[src/rtl/cdp_dp_mul_pipe_if.sv]
// ---------------------------------------------------------------------------
// cdp_dp_mul_pipe_if
//   Handshake and payload bundle for the CDP multi-lane multiplier pipe.
//   Input side : mul_vld/mul_rdy with per-lane operands and the shift amount
//                that travels with the transaction.
//   Output side: mul_unit_vld/mul_unit_rdy with per-lane results and
//                per-lane saturation flags.
//   modport master : the surrounding datapath (drives operands, consumes results)
//   modport slave  : the multiplier pipe itself
// ---------------------------------------------------------------------------
interface cdp_dp_mul_pipe_if #(
  parameter int pINA_BW = 9,
  parameter int pINB_BW = 16,
  parameter int pOUT_BW = 16,
  parameter int pLANES  = 4
);
  logic                       mul_vld;
  logic                       mul_rdy;
  logic [pLANES*pINA_BW-1:0]  mul_ina_pd;
  logic [pLANES*pINB_BW-1:0]  mul_inb_pd;
  logic [4:0]                 cfg_shift;
  logic                       mul_unit_vld;
  logic                       mul_unit_rdy;
  logic [pLANES*pOUT_BW-1:0]  mul_unit_pd;
  logic [pLANES-1:0]          mul_unit_sat;

  modport master (
    output mul_vld, mul_ina_pd, mul_inb_pd, cfg_shift, mul_unit_rdy,
    input  mul_rdy, mul_unit_vld, mul_unit_pd, mul_unit_sat
  );

  modport slave (
    input  mul_vld, mul_ina_pd, mul_inb_pd, cfg_shift, mul_unit_rdy,
    output mul_rdy, mul_unit_vld, mul_unit_pd, mul_unit_sat
  );
endinterface

[src/rtl/cdp_dp_mul_pipe.sv]
// ---------------------------------------------------------------------------
// cdp_dp_mul_pipe
//   Multi-lane signed multiplier for the CDP datapath. Each lane computes
//   A*B at full width, then applies a round-half-up arithmetic right shift
//   and signed saturation to pOUT_BW bits. pSTAGES register stages sit
//   between accept and output with a stall-correct valid/ready chain.
//
// Ports
//   nvdla_core_clk : core clock
//   nvdla_core_rst : asynchronous reset, active-high
//   mul_if         : slave side of the handshake/payload bundle
//   cfg_sat_clr    : single-cycle pulse, clears sat_cnt (wins over increment)
//   sat_cnt        : saturating count of output transfers with any lane saturated
// ---------------------------------------------------------------------------
module cdp_dp_mul_pipe #(
  parameter int pINA_BW = 9,
  parameter int pINB_BW = 16,
  parameter int pOUT_BW = 16,
  parameter int pLANES  = 4,
  parameter int pSTAGES = 2
) (
  input  logic                   nvdla_core_clk,
  input  logic                   nvdla_core_rst,
  cdp_dp_mul_pipe_if.slave       mul_if,
  input  logic                   cfg_sat_clr,
  output logic [31:0]            sat_cnt
);

  localparam int PW   = pINA_BW + pINB_BW;  // full product width
  localparam int RW   = PW + 33;            // headroom for any 2^(shift-1) addend
  localparam int LAST = pSTAGES - 1;

  localparam logic signed [RW-1:0] SAT_MAX = RW'((64'sd1 <<< (pOUT_BW - 1)) - 64'sd1);
  localparam logic signed [RW-1:0] SAT_MIN = ~SAT_MAX;

  typedef struct packed {
    logic               sat;
    logic [pOUT_BW-1:0] val;
  } lane_res_t;

  // Round-half-up shift followed by signed saturation. The wide intermediate
  // keeps the rounding addend from overflowing for every legal shift.
  function automatic lane_res_t round_sat(input logic signed [PW-1:0] p,
                                          input logic [4:0]           sh);
    logic signed [RW-1:0] r;
    logic signed [RW-1:0] rnd;
    lane_res_t            res;
    r   = RW'(p);
    rnd = '0;
    if (sh != 5'd0) begin
      rnd[sh - 5'd1] = 1'b1;
      r = (r + rnd) >>> sh;
    end
    if (r > SAT_MAX) begin
      res.sat = 1'b1;
      res.val = SAT_MAX[pOUT_BW-1:0];
    end else if (r < SAT_MIN) begin
      res.sat = 1'b1;
      res.val = SAT_MIN[pOUT_BW-1:0];
    end else begin
      res.sat = 1'b0;
      res.val = r[pOUT_BW-1:0];
    end
    return res;
  endfunction

  // -------------------------------------------------------------------------
  // Valid/ready chain. A stage loads when it is empty or its contents leave
  // this cycle, so ld[k] is low only when stage k and every stage after it
  // are full and the output is stalled.
  // -------------------------------------------------------------------------
  logic [pSTAGES-1:0] vld;
  logic [pSTAGES-1:0] vin;   // valid presented to each stage's input
  logic [pSTAGES-1:0] ld;

  always_comb begin : handshake
    logic run_full;
    // NOTE: every always_comb output gets a default first so no path leaves
    // it unassigned; a missing default is how unintended latches appear.
    run_full = 1'b1;
    ld       = '0;
    vin      = '0;
    vin[0]   = mul_if.mul_vld;
    for (int k = 1; k < pSTAGES; k++) begin
      vin[k] = vld[k-1];
    end
    for (int k = LAST; k >= 0; k--) begin
      run_full = run_full & vld[k];
      ld[k]    = ~run_full | mul_if.mul_unit_rdy;
    end
  end

  assign mul_if.mul_rdy      = ld[0];
  assign mul_if.mul_unit_vld = vld[LAST];

  // A stage valid only changes when the stage loads: it takes the upstream
  // valid, so it clears when data leaves with nothing arriving behind it.
  always_ff @(posedge nvdla_core_clk or posedge nvdla_core_rst) begin
    // NOTE: sequential state uses non-blocking assignments so every register
    // samples pre-edge values regardless of process ordering.
    if (nvdla_core_rst) begin
      vld <= '0;
    end else begin
      for (int k = 0; k < pSTAGES; k++) begin
        if (ld[k]) vld[k] <= vin[k];
      end
    end
  end

  // -------------------------------------------------------------------------
  // Per-lane full-width products.
  // -------------------------------------------------------------------------
  logic [pLANES*PW-1:0] prod_w;

  always_comb begin
    logic signed [pINA_BW-1:0] a;
    logic signed [pINB_BW-1:0] b;
    logic signed [PW-1:0]      p;
    prod_w = '0;
    for (int i = 0; i < pLANES; i++) begin
      a = mul_if.mul_ina_pd[i*pINA_BW +: pINA_BW];
      b = mul_if.mul_inb_pd[i*pINB_BW +: pINB_BW];
      p = PW'(a) * PW'(b);
      prod_w[i*PW +: PW] = p;
    end
  end

  // Source of the final round/saturate stage: straight from the inputs for a
  // single-stage pipe, otherwise from the product/shift delay line.
  logic [pLANES*PW-1:0] src_p;
  logic [4:0]           src_sh;

  generate
    if (pSTAGES == 1) begin : g_single
      assign src_p  = prod_w;
      assign src_sh = mul_if.cfg_shift;
    end else begin : g_multi
      logic [pLANES*PW-1:0] p_q  [pSTAGES-1];
      logic [4:0]           sh_q [pSTAGES-1];

      // Stage 1 captures products and the shift; later entries are pure delay.
      always_ff @(posedge nvdla_core_clk or posedge nvdla_core_rst) begin
        if (nvdla_core_rst) begin
          // NOTE: payload registers are reset too, so the output bus reads zero
          // after reset instead of leftover data.
          for (int k = 0; k < pSTAGES - 1; k++) begin
            p_q[k]  <= '0;
            sh_q[k] <= '0;
          end
        end else begin
          if (ld[0] & vin[0]) begin
            p_q[0]  <= prod_w;
            sh_q[0] <= mul_if.cfg_shift;
          end
          for (int k = 1; k < pSTAGES - 1; k++) begin
            if (ld[k] & vin[k]) begin
              p_q[k]  <= p_q[k-1];
              sh_q[k] <= sh_q[k-1];
            end
          end
        end
      end

      assign src_p  = p_q[pSTAGES-2];
      assign src_sh = sh_q[pSTAGES-2];
    end
  endgenerate

  // -------------------------------------------------------------------------
  // Final stage: rounded/saturated lanes and flags.
  // -------------------------------------------------------------------------
  logic [pLANES*pOUT_BW-1:0] res_pd_d;
  logic [pLANES-1:0]         res_sat_d;
  logic [pLANES*pOUT_BW-1:0] res_pd_q;
  logic [pLANES-1:0]         res_sat_q;

  always_comb begin
    lane_res_t lr;
    res_pd_d  = '0;
    res_sat_d = '0;
    for (int i = 0; i < pLANES; i++) begin
      lr = round_sat(src_p[i*PW +: PW], src_sh);
      res_pd_d[i*pOUT_BW +: pOUT_BW] = lr.val;
      res_sat_d[i]                   = lr.sat;
    end
  end

  always_ff @(posedge nvdla_core_clk or posedge nvdla_core_rst) begin
    if (nvdla_core_rst) begin
      res_pd_q  <= '0;
      res_sat_q <= '0;
    end else if (ld[LAST] & vin[LAST]) begin
      res_pd_q  <= res_pd_d;
      res_sat_q <= res_sat_d;
    end
  end

  assign mul_if.mul_unit_pd  = res_pd_q;
  assign mul_if.mul_unit_sat = res_sat_q;

  // -------------------------------------------------------------------------
  // Saturation event counter: one count per transfer with any lane clipped,
  // sticks at all-ones, clear wins over a same-cycle increment.
  // -------------------------------------------------------------------------
  logic out_xfer;
  assign out_xfer = mul_if.mul_unit_vld & mul_if.mul_unit_rdy;

  always_ff @(posedge nvdla_core_clk or posedge nvdla_core_rst) begin
    if (nvdla_core_rst) begin
      sat_cnt <= '0;
    end else if (cfg_sat_clr) begin
      sat_cnt <= '0;
    end else if (out_xfer && (|res_sat_q) && (sat_cnt != '1)) begin
      sat_cnt <= sat_cnt + 32'd1;
    end
  end

endmodule

[src/flat_wrapper.sv]
// flat-port wrapper written by rule: the top's interface ports become plain ports
module cdp_dp_mul_pipe_flat 
#(
  parameter int pINA_BW = 9,
  parameter int pINB_BW = 16,
  parameter int pOUT_BW = 16,
  parameter int pLANES  = 4,
  parameter int pSTAGES = 2
)
  (nvdla_core_clk, nvdla_core_rst, cfg_sat_clr, sat_cnt, mul_if_mul_vld, mul_if_mul_ina_pd, mul_if_mul_inb_pd, mul_if_cfg_shift, mul_if_mul_unit_rdy, mul_if_mul_rdy, mul_if_mul_unit_vld, mul_if_mul_unit_pd, mul_if_mul_unit_sat);
  cdp_dp_mul_pipe_if #(.pINA_BW(pINA_BW), .pINB_BW(pINB_BW), .pOUT_BW(pOUT_BW), .pLANES(pLANES)) mul_if_i ();
  input  logic nvdla_core_clk;
  input  logic nvdla_core_rst;
  input  logic cfg_sat_clr;
  output logic [31:0] sat_cnt;
  input wire logic [$bits(mul_if_i.mul_vld)-1:0] mul_if_mul_vld;
  input wire logic [$bits(mul_if_i.mul_ina_pd)-1:0] mul_if_mul_ina_pd;
  input wire logic [$bits(mul_if_i.mul_inb_pd)-1:0] mul_if_mul_inb_pd;
  input wire logic [$bits(mul_if_i.cfg_shift)-1:0] mul_if_cfg_shift;
  input wire logic [$bits(mul_if_i.mul_unit_rdy)-1:0] mul_if_mul_unit_rdy;
  output wire logic [$bits(mul_if_i.mul_rdy)-1:0] mul_if_mul_rdy;
  output wire logic [$bits(mul_if_i.mul_unit_vld)-1:0] mul_if_mul_unit_vld;
  output wire logic [$bits(mul_if_i.mul_unit_pd)-1:0] mul_if_mul_unit_pd;
  output wire logic [$bits(mul_if_i.mul_unit_sat)-1:0] mul_if_mul_unit_sat;
  assign mul_if_i.mul_vld = mul_if_mul_vld;
  assign mul_if_i.mul_ina_pd = mul_if_mul_ina_pd;
  assign mul_if_i.mul_inb_pd = mul_if_mul_inb_pd;
  assign mul_if_i.cfg_shift = mul_if_cfg_shift;
  assign mul_if_i.mul_unit_rdy = mul_if_mul_unit_rdy;
  assign mul_if_mul_rdy = mul_if_i.mul_rdy;
  assign mul_if_mul_unit_vld = mul_if_i.mul_unit_vld;
  assign mul_if_mul_unit_pd = mul_if_i.mul_unit_pd;
  assign mul_if_mul_unit_sat = mul_if_i.mul_unit_sat;
  cdp_dp_mul_pipe #(.pINA_BW(pINA_BW), .pINB_BW(pINB_BW), .pOUT_BW(pOUT_BW), .pLANES(pLANES), .pSTAGES(pSTAGES)) u_core (.nvdla_core_clk(nvdla_core_clk), .nvdla_core_rst(nvdla_core_rst), .mul_if(mul_if_i), .cfg_sat_clr(cfg_sat_clr), .sat_cnt(sat_cnt));
endmodule
[config.mk]
export PLATFORM = sky130hd
export DESIGN_NAME = cdp_dp_mul_pipe_flat
export DESIGN_NICKNAME = d
export VERILOG_FILES = /design/src/rtl/cdp_dp_mul_pipe_if.sv /design/src/rtl/cdp_dp_mul_pipe.sv /design/src/flat_wrapper.sv
export SDC_FILE = /design/constraint.sdc
export NUM_CORES = 2
export LEC_CHECK = 0
export ABC_AREA = 1
export BUFFER_PORTS_ARGS = -buffer_cell sky130_fd_sc_hd__buf_2
export CORE_MARGIN = 3
export CORE_UTILIZATION = 35
export DETAILED_ROUTE_END_ITERATION = 10
export GPL_TIMING_DRIVEN = 0
export MAX_ROUTING_LAYER = met4
export PLACE_DENSITY = 0.5
export SYNTH_ARGS = -nofsm -noshare
export SYNTH_HDL_FRONTEND = slang
export SYNTH_SLANG_ARGS = --single-unit
[constraint.sdc]
create_clock -name nvdla_core_clk -period 7.3 [get_ports nvdla_core_clk]
set_input_delay 1.46 -clock nvdla_core_clk [delete_from_list [all_inputs] [get_ports nvdla_core_clk]]
set_output_delay 1.46 -clock nvdla_core_clk [all_outputs]
set_load 0.005 [all_outputs]
After elaboration in Yosys (flattened, before gate mapping):

Index checks and enable logic that the tools add are counted.

* memories: 0
* latch bits: 0
* bits in read-only memories: 0
* output and inout bits: 102
* bits in writable memories: 0
* logic and storage cells: 62
* input port bits: 110
* register bits: 207

* bitwise gates (word level): 8
* equality and inequality tests: 1
* reduce and logical (&&, ||, !) cells: 6
* shift operators: 4
* div/mod/pow operators: 0
* muxes and demuxes: 16
* $mul: 4
* $add $sub $neg: 6
* order comparisons: 10

Operators with widths (number)
* $gt A58 B16 Y1 const B: 4
* $lt A58 B16 Y1 const B: 4
* $mux W58: 4
* $sshr A58 B5 Y58: 4
* $add A25 B33 Y34: 4
* $mux W17: 8
* $mul A9 B16 Y25: 4
* $mux W32: 2
* $add A32 B1 Y32 const B: 1
* $ne A32 B32 Y1 const B: 1
* $lt A5 B7 Y1 const B: 1
* $demux W1 S5: 1
* $ge A5 B1 Y1 const B: 1
* $reduce_bool A5 Y1: 1
* $sub A5 B1 Y5 const B: 1
* $and A1 B1 Y1: 4
* $reduce_or A4 Y1: 1
* $logic_and A1 B1 Y1: 3
* $not A1 Y1: 2
* $or A1 B1 Y1: 2
* $reduce_bool A2 Y1: 1
* $mux W1: 1

Longest topological paths before layout:

* depth in word-level cells: 11
* gate-level depth with buffers: 43
* depth with buffers taken out: 39

Worst setup path before layout:

Ideal clock, no wire load.

* path kind: input -> register
* from: in mul_if_mul_ina_pd[2]
* to: reg u_core.g_multi.p_q[24] in the netlist's numbering
* data required time: 7.167 ns
* library setup time: 0.133 ns
* path buffers: 2
* data arrival time: 7.042 ns
* cell stages on the path: 35
* path slack: 0.125 ns
* cells stage by stage: clkbuf_1 clkbuf_1 nand2_1 fa_1 inv_1 fa_1 inv_1 fa_1 fa_1 inv_1 ha_1 ha_1 nand3_1 and2_1 o21ai_0 inv_1 nor2_1 o21ai_0 nand2_1 nand2_1 nand2_1 inv_1 o21ai_0 nand3_1 nand2_1 a21oi_1 o21ai_0 and2_1 nor2_1 o21bai_1 nand2_1 nand2_1 a21oi_1 xnor2_1 o21ai_0

* cells in the longest elaborated chain, start to end: 1

RTL lines
* start, declared: line flat_wrapper.sv:17 `input wire logic [$bits(mul_if_i.mul_ina_pd)-1:0] mul_if_mul_ina_pd;`
* $mul A9 B16 Y25: line cdp_dp_mul_pipe.sv:123 `p = PW'(a) * PW'(b);`
* end signal, assigned by index: line cdp_dp_mul_pipe.sv:157 `p_q[k] <= p_q[k-1];`
* end, declared: line cdp_dp_mul_pipe.sv:138 `logic [pLANES*PW-1:0] p_q [pSTAGES-1];`

Every way passes these cells.
A chain may end at the register's enable or synchronous reset.

Worst setup path after layout:

* from: reg u_core.g_multi.sh_q[3] in the netlist's numbering
* to: reg u_core.res_pd_q[60] (netlist: u_core.mul_if.mul_unit_pd[60])

* cells in the longest elaborated chain, start to end: 11
* elaborated cells on any way between the ends: 14
* those cells by class: add/sub: 2; order compare: 4; shift: 1; mux: 5; reduce/logical: 2

RTL lines
* start, declared: line cdp_dp_mul_pipe.sv:139 `logic [4:0] sh_q [pSTAGES-1];`
* start signal, assigned by index: line cdp_dp_mul_pipe.sv:158 `sh_q[k] <= sh_q[k-1];`
* $sub A5 B1 Y5: line cdp_dp_mul_pipe.sv:51 `rnd[sh - 5'd1] = 1'b1;`
* $lt A5 B7 Y1 (implied by the code) / $ge A5 B1 Y1 (equally long branches): line cdp_dp_mul_pipe.sv:51
* $logic_and A1 B1 Y1 (implied by the code): line cdp_dp_mul_pipe.sv:51
* $mux W1 (implied by the code): line cdp_dp_mul_pipe.sv:51
* $demux W1 S5
* $add A25 B33 Y34: line cdp_dp_mul_pipe.sv:52 `r = (r + rnd) >>> sh;`
* $sshr A58 B5 Y58: line cdp_dp_mul_pipe.sv:52
* $mux W58 (*): line cdp_dp_mul_pipe.sv:50 `if (sh != 5'd0) begin`
* $lt A58 B16 Y1: line cdp_dp_mul_pipe.sv:57 `end else if (r < SAT_MIN) begin`
* $mux W17: line cdp_dp_mul_pipe.sv:57
* $mux W17 (*): line cdp_dp_mul_pipe.sv:54 `if (r > SAT_MAX) begin`
* end signal, assigned: line cdp_dp_mul_pipe.sv:193 `res_pd_q <= res_pd_d;`
* end, declared: line cdp_dp_mul_pipe.sv:174 `logic [pLANES*pOUT_BW-1:0] res_pd_q;`

Mark *: on every way between the ends. The rest lies on a longest branch, timed or not.

==> results.toml <==
[outcome]
status = "finished clean"

[critical_path]
critPathSlowestCell = "dfrtp_1"
max_stage_delay_ns = 0.48
critPathTopFamily = "buffers and inverters"
critPathMaxFanout = 13
rrSetupSlack_ns = 0.28
path_class = "reg2reg"
path_buf_inv = 11
required_ns = 7.79
cp-end-kind = "flop"
worstPathArrival_ns = 7.51
cp-start-kind = "flop"
cp_common_cell = "nand3_1"

[yosys]
ys.flop_type = "dfrtp_1"
synth_compound_area_frac = 0.0979
synth.net_count = 8240
postSynthCellCount = 7321
ys_seq_area_frac = 0.111
synth-xor-area-share = 0.0212
synthAdderAreaFrac = 0.293
synth-edff-count = 0
syn_avg_cell_area_sq_um = 6.37
synth_top_family_by_area = "simple AND/OR/NAND/NOR gates"
synthDominantCellAreaShare = 0.204
ys_top_cells_by_area = "fa_1, nand2_1, dfrtp_1"
ys_async_sr_fraction = 1.00
synth_warnings = 0
synth_largest_area_cell = "fa_1"
netlist_area_sq_mm = 0.0467
synth.area.mux_share = 0.00172
yosys.cell_types.count = 63
yosys_register_bits = 207
synth_simple_gate_area_frac = 0.352

[cells_and_area]
drive_above_1_share = 0.0793
fin_cells = 9270
layout_common_cells = "nand2_1, inv_1, nand3_1"
nNetsFinal = 8416
syn2layout_area_growth_pct = 10.1
final_common_cell = "nand2_1"
post-route-cell-area_sq_mm = 0.0514

[run]
drv_cap = 0

[hold_path]
min_path_type = "reg2reg"

[sta]
rsz0062_at_grt = "true"
hold_violations = 0
fin_crit_sh = 0.961
fmax_mhz = 143
fin_ws_ns = 0.285
fin_skew_ns = 0.0162
slew_viol_final = 0
worst_pin_slew_ns = 1.32
period_minus_slack_ns = 7.02
slew_headroom = 0.119
setup_viol = 0

[placed_design]
gp_congestion = 1.04
portBuffers = 115
dp.cells = 9193
pre_cts_slack_ns = -2.63
dp_hpwl_mm = 184
placed_area_sq_mm = 0.0495

[detailed_routing]
post_drt_via_cell_ratio = 5.29
antenna_left = 0
drc_errors = 0
routed_wl_mm = 215
routedWlPerCell_microns = 23.2
routed-via-count = 49100
drtPass1Iterations = 8
drt-initial-drc-count = 4736

[clock_tree]
cts_tree = "yes"
cts_sinks = 207
cts.path.max_buffers = 3
cts.htree.levels = 1
clk_latency_ns = 0.61
clk_root_buffer_cell = "clkbuf_16"
cts_buffers = 25
path_clk_slew_ns = 0.06

[floorplan]
fp-row-count = 133
io_pins = 212
die_h_microns = 371
core_sq_mm = 0.132
die_area_sq_mm = 0.138
die_x_microns = 371
start_util = 0.354

[global_routing]
grt-ovfl-total = 0
grt_pass1_wl_mm = 315
grt_usage = 0.316
grt_pass1_vias = 46600
antenna_found_initial = 11
grt_start_max_net_pins = 106

[power]
irDropWorstVdd_mv = 0.205
leakage_nw = 28.3
power.density_mw_per_mm2 = 366
-- path summary, 6_finish.rpt --
kind	startpoint	endpoint	depth (start not counted)
worst max-delay path	u_core.g_multi.sh_q[3]	u_core.mul_if.mul_unit_pd[60]	33
worst min-delay path	u_core.mul_if.mul_unit_pd[60]	u_core.mul_if.mul_unit_pd[60]	2
worst max register to register	u_core.g_multi.sh_q[3]	u_core.mul_if.mul_unit_pd[60]	33
worst min register to register	u_core.mul_if.mul_unit_pd[60]	u_core.mul_if.mul_unit_pd[60]	2
max in group asynchronous	nvdla_core_rst	u_core.g_multi.p_q[74]	3
min in group asynchronous	nvdla_core_rst	u_core.mul_if.mul_unit_pd[60]	2
-- registers in the layout, indices dropped and copies added (netlist names) --
name	count
u_core.mul_if.mul_unit_pd	64
u_core.mul_if.mul_unit_sat	4
u_core.vld	2
u_core.g_multi.sh_q	5
u_core.sat_cnt	32
u_core.g_multi.p_q	100
-- power breakdown --
group	leakage (nW)	switching (mW)	internal (mW)
clock	0.414	0.565	0.780
sequential	2.53	0.982	1.60
combinational	25.4	9.49	5.37
total	28.3	11.0	7.75
-- kinds of logic (layout without fill, tap and decap cells) --
kind of cell	Yosys count	after routing
xor+xnor	113	113
compound gates	815	815
fa+ha+maj	809	809
flops	207	207
mux	8	8
other cells	0	3
buf+inv	1494	1685
simple gates	3875	3875
-- worst reg2reg max path: cells and delay by family, from the launching register on --
family,cells,cell delay (ns)
adder cells (fa/ha/maj),1,0.25
buffers and inverters,11,3.32
AND/OR/NAND/NOR,18,2.17
flip-flops,1,0.48
AO/OA/AOI/OAI,3,0.68
-- through the flow --
stage	hold WS, ns	power (mW)	util	setup TNS (ns)
after floorplan	0.448	11.9	-	0
final	0.473	18.8	0.389	0
after global routing	0.506	20.8	0.389	-0.0508
after CTS	0.476	18.2	0.385	0
after detailed placement	0.461	16.6	0.375	-168.15
after global placement	0.457	16.6	0.375	-744.36
-- synthesized netlist by cell type, types with 62 or more instances --
library cell  number
nand2_1         2228
inv_1           1135
nand3_1          885
nor2_1           479
fa_1             476
ha_1             333
a21oi_1          320
o21ai_0          291
clkbuf_1         225
dfrtp_1          207
or2_2            102
buf_1             65
xnor2_1           62
-- cell type report --
type,count,area [sq um]
clock buffer,33,696
sequential,207,5180
timing repair buffer,151,968
buffer,330,1580
fill,14700,80600
clock inverter,9,154
antenna,3,7.51
inverter,1162,4400
tap,1755,2200
multi-input combinational,5620,36200
-- per-layer routing --
layer / track usage / share of wire
met3: 0.0342 / 0.077
met1: 0.463 / 0.47
met2: 0.461 / 0.42
met4: 0.0795 / 0.031
met5: - / 0
-- what timing repair did --
action                                  CTS  global route
pin swaps                                 6            28
buffers inserted                         11            23
hold buffers                              0             0
endpoints found under the setup margin   80            81
gates resized for setup                 112           230
Power figures use the tool's default switching activity.
